### config.mk
export PLATFORM = sky130hd
export DESIGN_NAME = id_ex_stage
export DESIGN_NICKNAME = d
export VERILOG_FILES = /design/src/rtl/id_ex_stage.sv
export SDC_FILE = /design/constraint.sdc
export NUM_CORES = 1
export LEC_CHECK = 0
export ABC_CLOCK_PERIOD_IN_PS = 3350
export CAP_MARGIN = 10
export CORE_AREA = 2 2 163 165
export DETAILED_ROUTE_END_ITERATION = 8
export DIE_AREA = 0 0 165 167
export GPL_ROUTABILITY_DRIVEN = 1
export HOLD_SLACK_MARGIN = 0.06
export PLACE_DENSITY = 0.77
export SYNTH_ARGS = -nofsm -noshare
export SYNTH_HDL_FRONTEND = slang
export SYNTH_SLANG_ARGS = --single-unit
### constraint.sdc
create_clock -name clk_i -period 3.35 [get_ports clk_i]
set_input_delay 0.5025 -clock clk_i [delete_from_list [all_inputs] [get_ports clk_i]]
set_output_delay 0.5025 -clock clk_i [all_outputs]
set_load 0.005 [all_outputs]
### src/rtl/id_ex_stage.sv
// id_ex_stage: ID/EX pipeline register with EX/MEM and MEM/WB operand
// forwarding and load-use hazard detection for the 5-stage RV32 core.
module id_ex_stage #(
  parameter int DATA_WIDTH     = 32,
  parameter int REG_ADDR_WIDTH = 5
) (
  input  logic                      clk_i,
  input  logic                      rst_i,
  input  logic                      stall_i,
  input  logic                      flush_i,
  input  logic                      dValid_i,
  input  logic [DATA_WIDTH-1:0]     dPC_i,
  input  logic [DATA_WIDTH-1:0]     dRD1_i,
  input  logic [DATA_WIDTH-1:0]     dRD2_i,
  input  logic [DATA_WIDTH-1:0]     dImm_i,
  input  logic [REG_ADDR_WIDTH-1:0] dRs1_i,
  input  logic [REG_ADDR_WIDTH-1:0] dRs2_i,
  input  logic [REG_ADDR_WIDTH-1:0] dRd_i,
  input  logic [3:0]                dALUCtrl_i,
  input  logic [2:0]                dBranch_i,
  input  logic                      dIsBranch_i,
  input  logic                      dALUSrcA_i,
  input  logic                      dALUSrcB_i,
  input  logic                      dRegWrite_i,
  input  logic                      dMemRead_i,
  input  logic                      dMemWrite_i,
  input  logic [1:0]                dResultSrc_i,
  input  logic [REG_ADDR_WIDTH-1:0] exmemRd_i,
  input  logic                      exmemRegWrite_i,
  input  logic [DATA_WIDTH-1:0]     exmemResult_i,
  input  logic [REG_ADDR_WIDTH-1:0] memwbRd_i,
  input  logic                      memwbRegWrite_i,
  input  logic [DATA_WIDTH-1:0]     memwbResult_i,
  output logic [DATA_WIDTH-1:0]     srcA_o,
  output logic [DATA_WIDTH-1:0]     srcB_o,
  output logic [3:0]                ALUCtrl_o,
  output logic [2:0]                branch_o,
  output logic                      isBranch_o,
  output logic [DATA_WIDTH-1:0]     storeData_o,
  output logic [DATA_WIDTH-1:0]     pc_o,
  output logic [DATA_WIDTH-1:0]     imm_o,
  output logic [REG_ADDR_WIDTH-1:0] rd_o,
  output logic                      valid_o,
  output logic                      regWrite_o,
  output logic                      memRead_o,
  output logic                      memWrite_o,
  output logic [1:0]                resultSrc_o,
  output logic                      loadUseStall_o
);

  // ALU branch condition that never resolves taken; used for bubbles.
  localparam logic [2:0] BR_NEVER = 3'b010;

  typedef struct packed {
    logic                      valid;
    logic [DATA_WIDTH-1:0]     pc;
    logic [DATA_WIDTH-1:0]     rd1;
    logic [DATA_WIDTH-1:0]     rd2;
    logic [DATA_WIDTH-1:0]     imm;
    logic [REG_ADDR_WIDTH-1:0] rs1;
    logic [REG_ADDR_WIDTH-1:0] rs2;
    logic [REG_ADDR_WIDTH-1:0] rd;
    logic [3:0]                alu;
    logic [2:0]                br;
    logic                      isbr;
    logic                      srca;
    logic                      srcb;
    logic                      rw;
    logic                      mr;
    logic                      mw;
    logic [1:0]                rsrc;
  } idex_t;

  idex_t ex_q, ex_d;

  logic [DATA_WIDTH-1:0] fwdA, fwdB;

  // Forwarding select: x0 never forwards, EX/MEM beats MEM/WB.
  function automatic logic [DATA_WIDTH-1:0] fwd_sel(
    input logic [REG_ADDR_WIDTH-1:0] r,
    input logic [DATA_WIDTH-1:0]     regval,
    input logic                      exw,
    input logic [REG_ADDR_WIDTH-1:0] exrd,
    input logic [DATA_WIDTH-1:0]     exres,
    input logic                      wbw,
    input logic [REG_ADDR_WIDTH-1:0] wbrd,
    input logic [DATA_WIDTH-1:0]     wbres
  );
    if (r == '0)                  return regval;
    else if (exw && (exrd == r))  return exres;
    else if (wbw && (wbrd == r))  return wbres;
    else                          return regval;
  endfunction

  // Next-state: flush loads a bubble, stall holds, otherwise capture decode.
  always_comb begin
    ex_d = ex_q;
    if (flush_i) begin
      ex_d = '0;
    end else if (!stall_i) begin
      ex_d.valid = dValid_i;
      ex_d.pc    = dPC_i;
      ex_d.rd1   = dRD1_i;
      ex_d.rd2   = dRD2_i;
      ex_d.imm   = dImm_i;
      ex_d.rs1   = dRs1_i;
      ex_d.rs2   = dRs2_i;
      ex_d.rd    = dRd_i;
      ex_d.alu   = dALUCtrl_i;
      ex_d.br    = dBranch_i;
      ex_d.isbr  = dIsBranch_i & dValid_i;
      ex_d.srca  = dALUSrcA_i;
      ex_d.srcb  = dALUSrcB_i;
      ex_d.rw    = dRegWrite_i & dValid_i;
      ex_d.mr    = dMemRead_i & dValid_i;
      ex_d.mw    = dMemWrite_i & dValid_i;
      ex_d.rsrc  = dResultSrc_i;
    end
  end

  // Pipeline register with synchronous reset.
  always_ff @(posedge clk_i) begin
    if (rst_i) ex_q <= '0;
    else       ex_q <= ex_d;
  end

  assign fwdA = fwd_sel(ex_q.rs1, ex_q.rd1, exmemRegWrite_i, exmemRd_i, exmemResult_i,
                        memwbRegWrite_i, memwbRd_i, memwbResult_i);
  assign fwdB = fwd_sel(ex_q.rs2, ex_q.rd2, exmemRegWrite_i, exmemRd_i, exmemResult_i,
                        memwbRegWrite_i, memwbRd_i, memwbResult_i);

  assign srcA_o      = ex_q.srca ? ex_q.pc  : fwdA;
  assign srcB_o      = ex_q.srcb ? ex_q.imm : fwdB;
  assign storeData_o = fwdB;
  assign ALUCtrl_o   = ex_q.alu;
  // A bubble (invalid slot, including after reset/flush) must never branch.
  assign branch_o    = ex_q.valid ? ex_q.br : BR_NEVER;
  assign isBranch_o  = ex_q.isbr;
  assign pc_o        = ex_q.pc;
  assign imm_o       = ex_q.imm;
  assign rd_o        = ex_q.rd;
  assign valid_o     = ex_q.valid;
  assign regWrite_o  = ex_q.rw;
  assign memRead_o   = ex_q.mr;
  assign memWrite_o  = ex_q.mw;
  assign resultSrc_o = ex_q.rsrc;

  assign loadUseStall_o = ex_q.valid & ex_q.mr & (ex_q.rd != '0) & dValid_i &
                          ((ex_q.rd == dRs1_i) | (ex_q.rd == dRs2_i));

endmodule

Word-level counts from Yosys, hierarchy flattened
Cells that the tools add are included.
- bits in registers: 159
- bits of input ports: 239
- output and inout bits: 180
- word-level logic and storage cells: 49
- equality and inequality tests: 6
- mux-type cells: 9
- bitwise gates (word level): 9
- reductions and logical operators: 8
- operators with widths (operator ; count):
    two-way mux 32 bit ; 8
    equality test 5 bit ; 6
    logical NOT 5 bit ; 2
    AND 1 bit ; 8
    nonzero test 5 bit ; 1
    logical AND 1 bit ; 4
    two-way mux 3 bit ; 1
    OR reduction 2 bit ; 1
    OR 1 bit ; 1

Depth between registers and ports, before layout
- word-level depth: 6
- gate-level depth with buffers: 7

Worst setup path before layout
OpenSTA, ideal clock, no wires.
- kind: in2out
- start point: in exmemRd_i[1]
- end point: out srcA_o[30]
- arrival: 1724 ps
- required time: 2847 ps
- setup slack: 1124 ps
- stages on the path: 6
- path through: xor2_1 > nor4_1 > and3_1 > buf_6 > mux2_1 > a22o_1
- longest elaborated chain between the ends: 5
- RTL lines (item ; RTL line ; RTL):
    start: declaration ; 28 ; input logic [REG_ADDR_WIDTH-1:0] exmemRd_i,
    equality test 5 bit ; 90 ; else if (exw && (exrd == r)) return exres;
    logical AND 1 bit ; 90 ;
    two-way mux 32 bit ; 90 ;
    two-way mux 32 bit ; 89 ; if (r == '0) return regval;
    two-way mux 32 bit ; 132 ; assign srcA_o = ex_q.srca ? ex_q.pc : fwdA;
    end: declaration ; 34 ; output logic [DATA_WIDTH-1:0] srcA_o,
Every way passes these cells.

Final worst setup path
- start point: in exmemRd_i[4]
- end point: out storeData_o[19]
- longest elaborated chain between the ends: 4
- RTL lines (item ; RTL line ; RTL):
    equality test 5 bit ; 90 ;
    logical AND 1 bit ; 90 ;
    two-way mux 32 bit ; 90 ;
    two-way mux 32 bit ; 89 ;
    end: declaration ; 39 ; output logic [DATA_WIDTH-1:0] storeData_o,
Every way passes these cells.

==> impl_metrics.ini <==
[sta]
rsz_0062_raised_after_global_routing = true
setup_total_negative_slack_ns = 0
clock_period_minus_worst_slack_ns = 3.33
timing.fmax_mhz = 301
final_hold_viol_count = 0
clock-skew-final_ns = 0
finalSetupViolCount = 0
worstMarginPinSlew_ns = 0.792
maxSlewViolCount = 0
postLayoutSetupSlackWorst_ns = 0.0233
final.period_utilization_pct = 99.3
slew-limit-headroom_pct = 47.2

[power_and_ir_drop]
netSwitchingFraction_pct = 28.3
share_clk_of_total_power_pct = 40.5
pwr-share-comb_pct = 21.1
sequential_power_share_pct = 38.5
net-switching-power_mw = 1.48
cellInternalPower_mw = 3.75
power.static_leakage_nw = 6.18
power.density_mw_per_mm2 = 370
irDropWorstVdd_mv = 0.300

[min_path]
worstHoldEndpoint = ex_q[10]$_SDFFE_PP0N_
hold-path-cell-count = 2
hold_path.startpoint = ex_q[10]$_SDFFE_PP0N_
min_path_type = flop to flop

[place]
final_estimated_routing_congestion_in_global_placement = 0.997
placed_cells = 1629
hpwlAfterDp_um = 27900
place_ws_ns = -0.141
port-buffer-count = 418

[synth]
yosys-mux-area-fraction_pct = 27.6
async_reset_ff_share_pct = 0
synth.most_common_cell = sky130_fd_sc_hd__mux2i_1
synth_top_area_share_pct = 35.2
ys_ff_latch = 159
ys.warnings.count = 0
synth_xor_xnor_area_share_pct = 2.91
synth_ff_type = sky130_fd_sc_hd__dfxtp_1
synth_area_in_compound_gates_pct = 11.2
synthesized_net_count = 1229
synth_sequential_area_ratio_pct = 35.2
synth.lib_cells_used.distinct = 46
synth_area_sq_mm = 0.00904
synth-adder-area-share_pct = 0
synth_enable_flop_cells = 0
synth_common_cells = 247 x sky130_fd_sc_hd__mux2i_1, 197 x sky130_fd_sc_hd__nor2_1, 159 x sky130_fd_sc_hd__dfxtp_1
syn-instance-count = 990
largest_family_of_logic_cells_by_synthesized_area = multiplexers
synthTopCellsByArea = sky130_fd_sc_hd__dfxtp_1 35%, sky130_fd_sc_hd__mux2i_1 27%, sky130_fd_sc_hd__nor2_1 8.2%
syn_area_per_cell_sq_um = 9.13
synth_simple_gate_area_share_pct = 12.3
netlist.top_cell.by_area = sky130_fd_sc_hd__dfxtp_1

[die]
placeableCoreArea_sq_mm = 0.0258
die_w_um = 165
floorplan.io_pins = 419
core.rowCount = 59
initial_utilization_pct = 35.1
design.die.area_sq_mm = 0.0276
die_y_um = 167

[worst_setup_path]
cp_cell_sequence = clkdlybuf4s50_1, xnor2_1, and4_2, nand2_2, a21oi_4, buf_12, buf_12, a2bb2oi_2, clkdlybuf4s50_1
timing.setup.critical_path_class = input pin to primary output
worst_path_largest_cell_delay_ns = 0.53
critical_path_arrival_ns = 2.82
timing.critical_path.from_type = input pin
timing.reg2reg.worst_path_depth = 2
timing.critical_path.max_delay_family = buffers and inverters
critical_path.reg2reg.startpoint = ex_q[6]$_SDFFE_PP0N_
crit_slowest_cell = sky130_fd_sc_hd__clkdlybuf4s50_1
worst_setup_path_end_kind = primary output
timing.rr.end = ex_q[6]$_SDFFE_PP0N_
cp.buffers_inverters = 4
setup.reg_to_reg.worst_slack_ns = 2.39
crit_fanout = 15
timing.critical_path.required_ns = 2.85

[detailed_routing]
detail-route-antenna-nets = 0
drtPass1Iterations = 6
detail_route.wirelength_um = 37000
dr.first_iter.drc_count = 614
drt-vias-per-instance = 5.27
dr_total_vias = 8791
remaining_drc_errors = 0
drt-wirelength-per-cell_um = 22.2

[clocking]
clk_transition_reported_paths_ns = 0.08
cts_buffers = 17
hold_buffers_post_cts = 0
ctsRootBufferMaster = sky130_fd_sc_hd__clkbuf_16
tritoncts = built
insertion_delay_ns = 0.43
cts_sinks = 159
max-clock-path-buffers = 2
htree_num_levels = 4

[global_route]
first_global_vias = 8493
pin_count_of_the_biggest_net_entering_global_routing = 160
grt_util_all_layers_pct = 25.6
grt_overflow_total = 0
grt_pass1_wl_um = 52900
antenna_found_initial = 4

[layout]
nets = 1554
post_layout_nonfiller_instances = 1668
final_layout_size_suffix_gt1_share_pct = 9.41
area_of_the_multi_input_gates_sq_mm = 0.00515
area_growth_pct = 56.1
fillCellCount = 2313
ff_latch_area_sq_mm = 0.00318

[status]
status = finished, final reports clean

[flow_run]
max_cap_viol_count = 0
-- worst min-delay path, delay by kind of cell (launching register included) --
| kind | cells | cell delay [ns] |
|---|---|---|
| mux | 1 | 0.06 |
| simple gates | 1 | 0.07 |
| flops | 1 | 0.33 |
-- registers in the layout (all words and copies together) (netlist names) --
register     count
resultSrc_o      2
pc_o            32
rd_o             5
ex_q            79
isBranch_o       1
imm_o           32
memWrite_o       1
memRead_o        1
regWrite_o       1
ALUCtrl_o        4
valid_o          1
-- layout make-up --
cell class | instances | share of cell area [%]
multi-input cells | 680 | 36.5
repair buffers | 455 | 33.4
flip-flops and latches | 159 | 22.6
clock buffers | 19 | 3.21
well taps | 335 | 2.97
clock inverters | 13 | 1.18
diodes | 5 | 0.0887
inverters | 2 | 0.0532
-- layout by cell type (no fill, tap or decap), drive strengths merged, types with 2 or more instances in the layout --
cell and n:
a211oi 31, a21oi 5, a22oi 4, a2bb2oi 31, and2 5, buf 38
bufinv 2, clkbuf 19, clkdlybuf4s50 378, clkinv 3, dfxtp 159, diode 5
dlygate4sd2 5, dlymetal6s2s 34, inv 10, mux2 2, mux2i 247, nand2 5
nand3 6, nor2 198, nor3 5, o2111ai 2, o21ai 32, o22ai 31
or3 31, xnor2 15, xor2 15
-- worst max path at each step --
stage                     cells past startpoint          from              end
final                                         9  exmemRd_i[4]  storeData_o[19]
after detailed placement                      8  exmemRd_i[1]       srcA_o[16]
after floorplan                               6  exmemRd_i[1]       srcA_o[30]
after CTS                                    10  exmemRd_i[1]        srcA_o[2]
after global routing                          8  exmemRd_i[4]       srcB_o[16]
after global placement                        8  exmemRd_i[2]       srcA_o[16]
-- power by group through the flow --
stage	clock (mW)	combinational, mW	sequential [mW]
6_report	2.12	1.10	2.01
5_1_grt	2.24	1.17	2.02
4_1_cts	2.16	1.08	2.01
3_5_place_dp	0	1.06	2.05
3_3_place_gp	0	1.06	2.05
2_1_floorplan	0	0.485	2.03
-- metal layers --
metal	vias to the layer above	share of wire, %	global-route usage (%)
li1	4082	-	-
met4	0	2.6	8.51
met3	62	6.9	5.98
met5	-	0	0
met1	4267	44	34.2
met2	380	47	40.3
-- stage by stage --
| stage | utilization, % | power (mW) | hold WS [ns] | instance area, sq um |
|---|---|---|---|---|
| 3_3_place_gp | 51.0 | 3.11 | 0.468 | 13100 |
| 4_1_cts | 53.6 | 5.25 | 0.502 | 13800 |
| 5_1_grt | 54.8 | 5.43 | 0.529 | 14100 |
| 3_5_place_dp | 51.0 | 3.12 | 0.482 | 13100 |
| 6_report | 54.8 | 5.23 | 0.496 | 14100 |
| 2_1_floorplan | - | 2.51 | 0.454 | 9040 |
-- kinds of logic (layout without fill, tap and decap cells) --
group / Yosys count / after routing
simple gates: 258 / 259
buf+inv: 152 / 489
other cells: 0 / 5
xor+xnor: 30 / 30
flops: 159 / 159
mux: 249 / 249
compound gates: 142 / 142
-- timing repair --
action / CTS / global route
endpoints found under the setup margin: 27 / 74
gates resized for setup: 18 / 68
setup buffers: 1 / 0
cloned: 0 / 1
pin swaps: 4 / 6
Power figures use the tool's default switching activity.
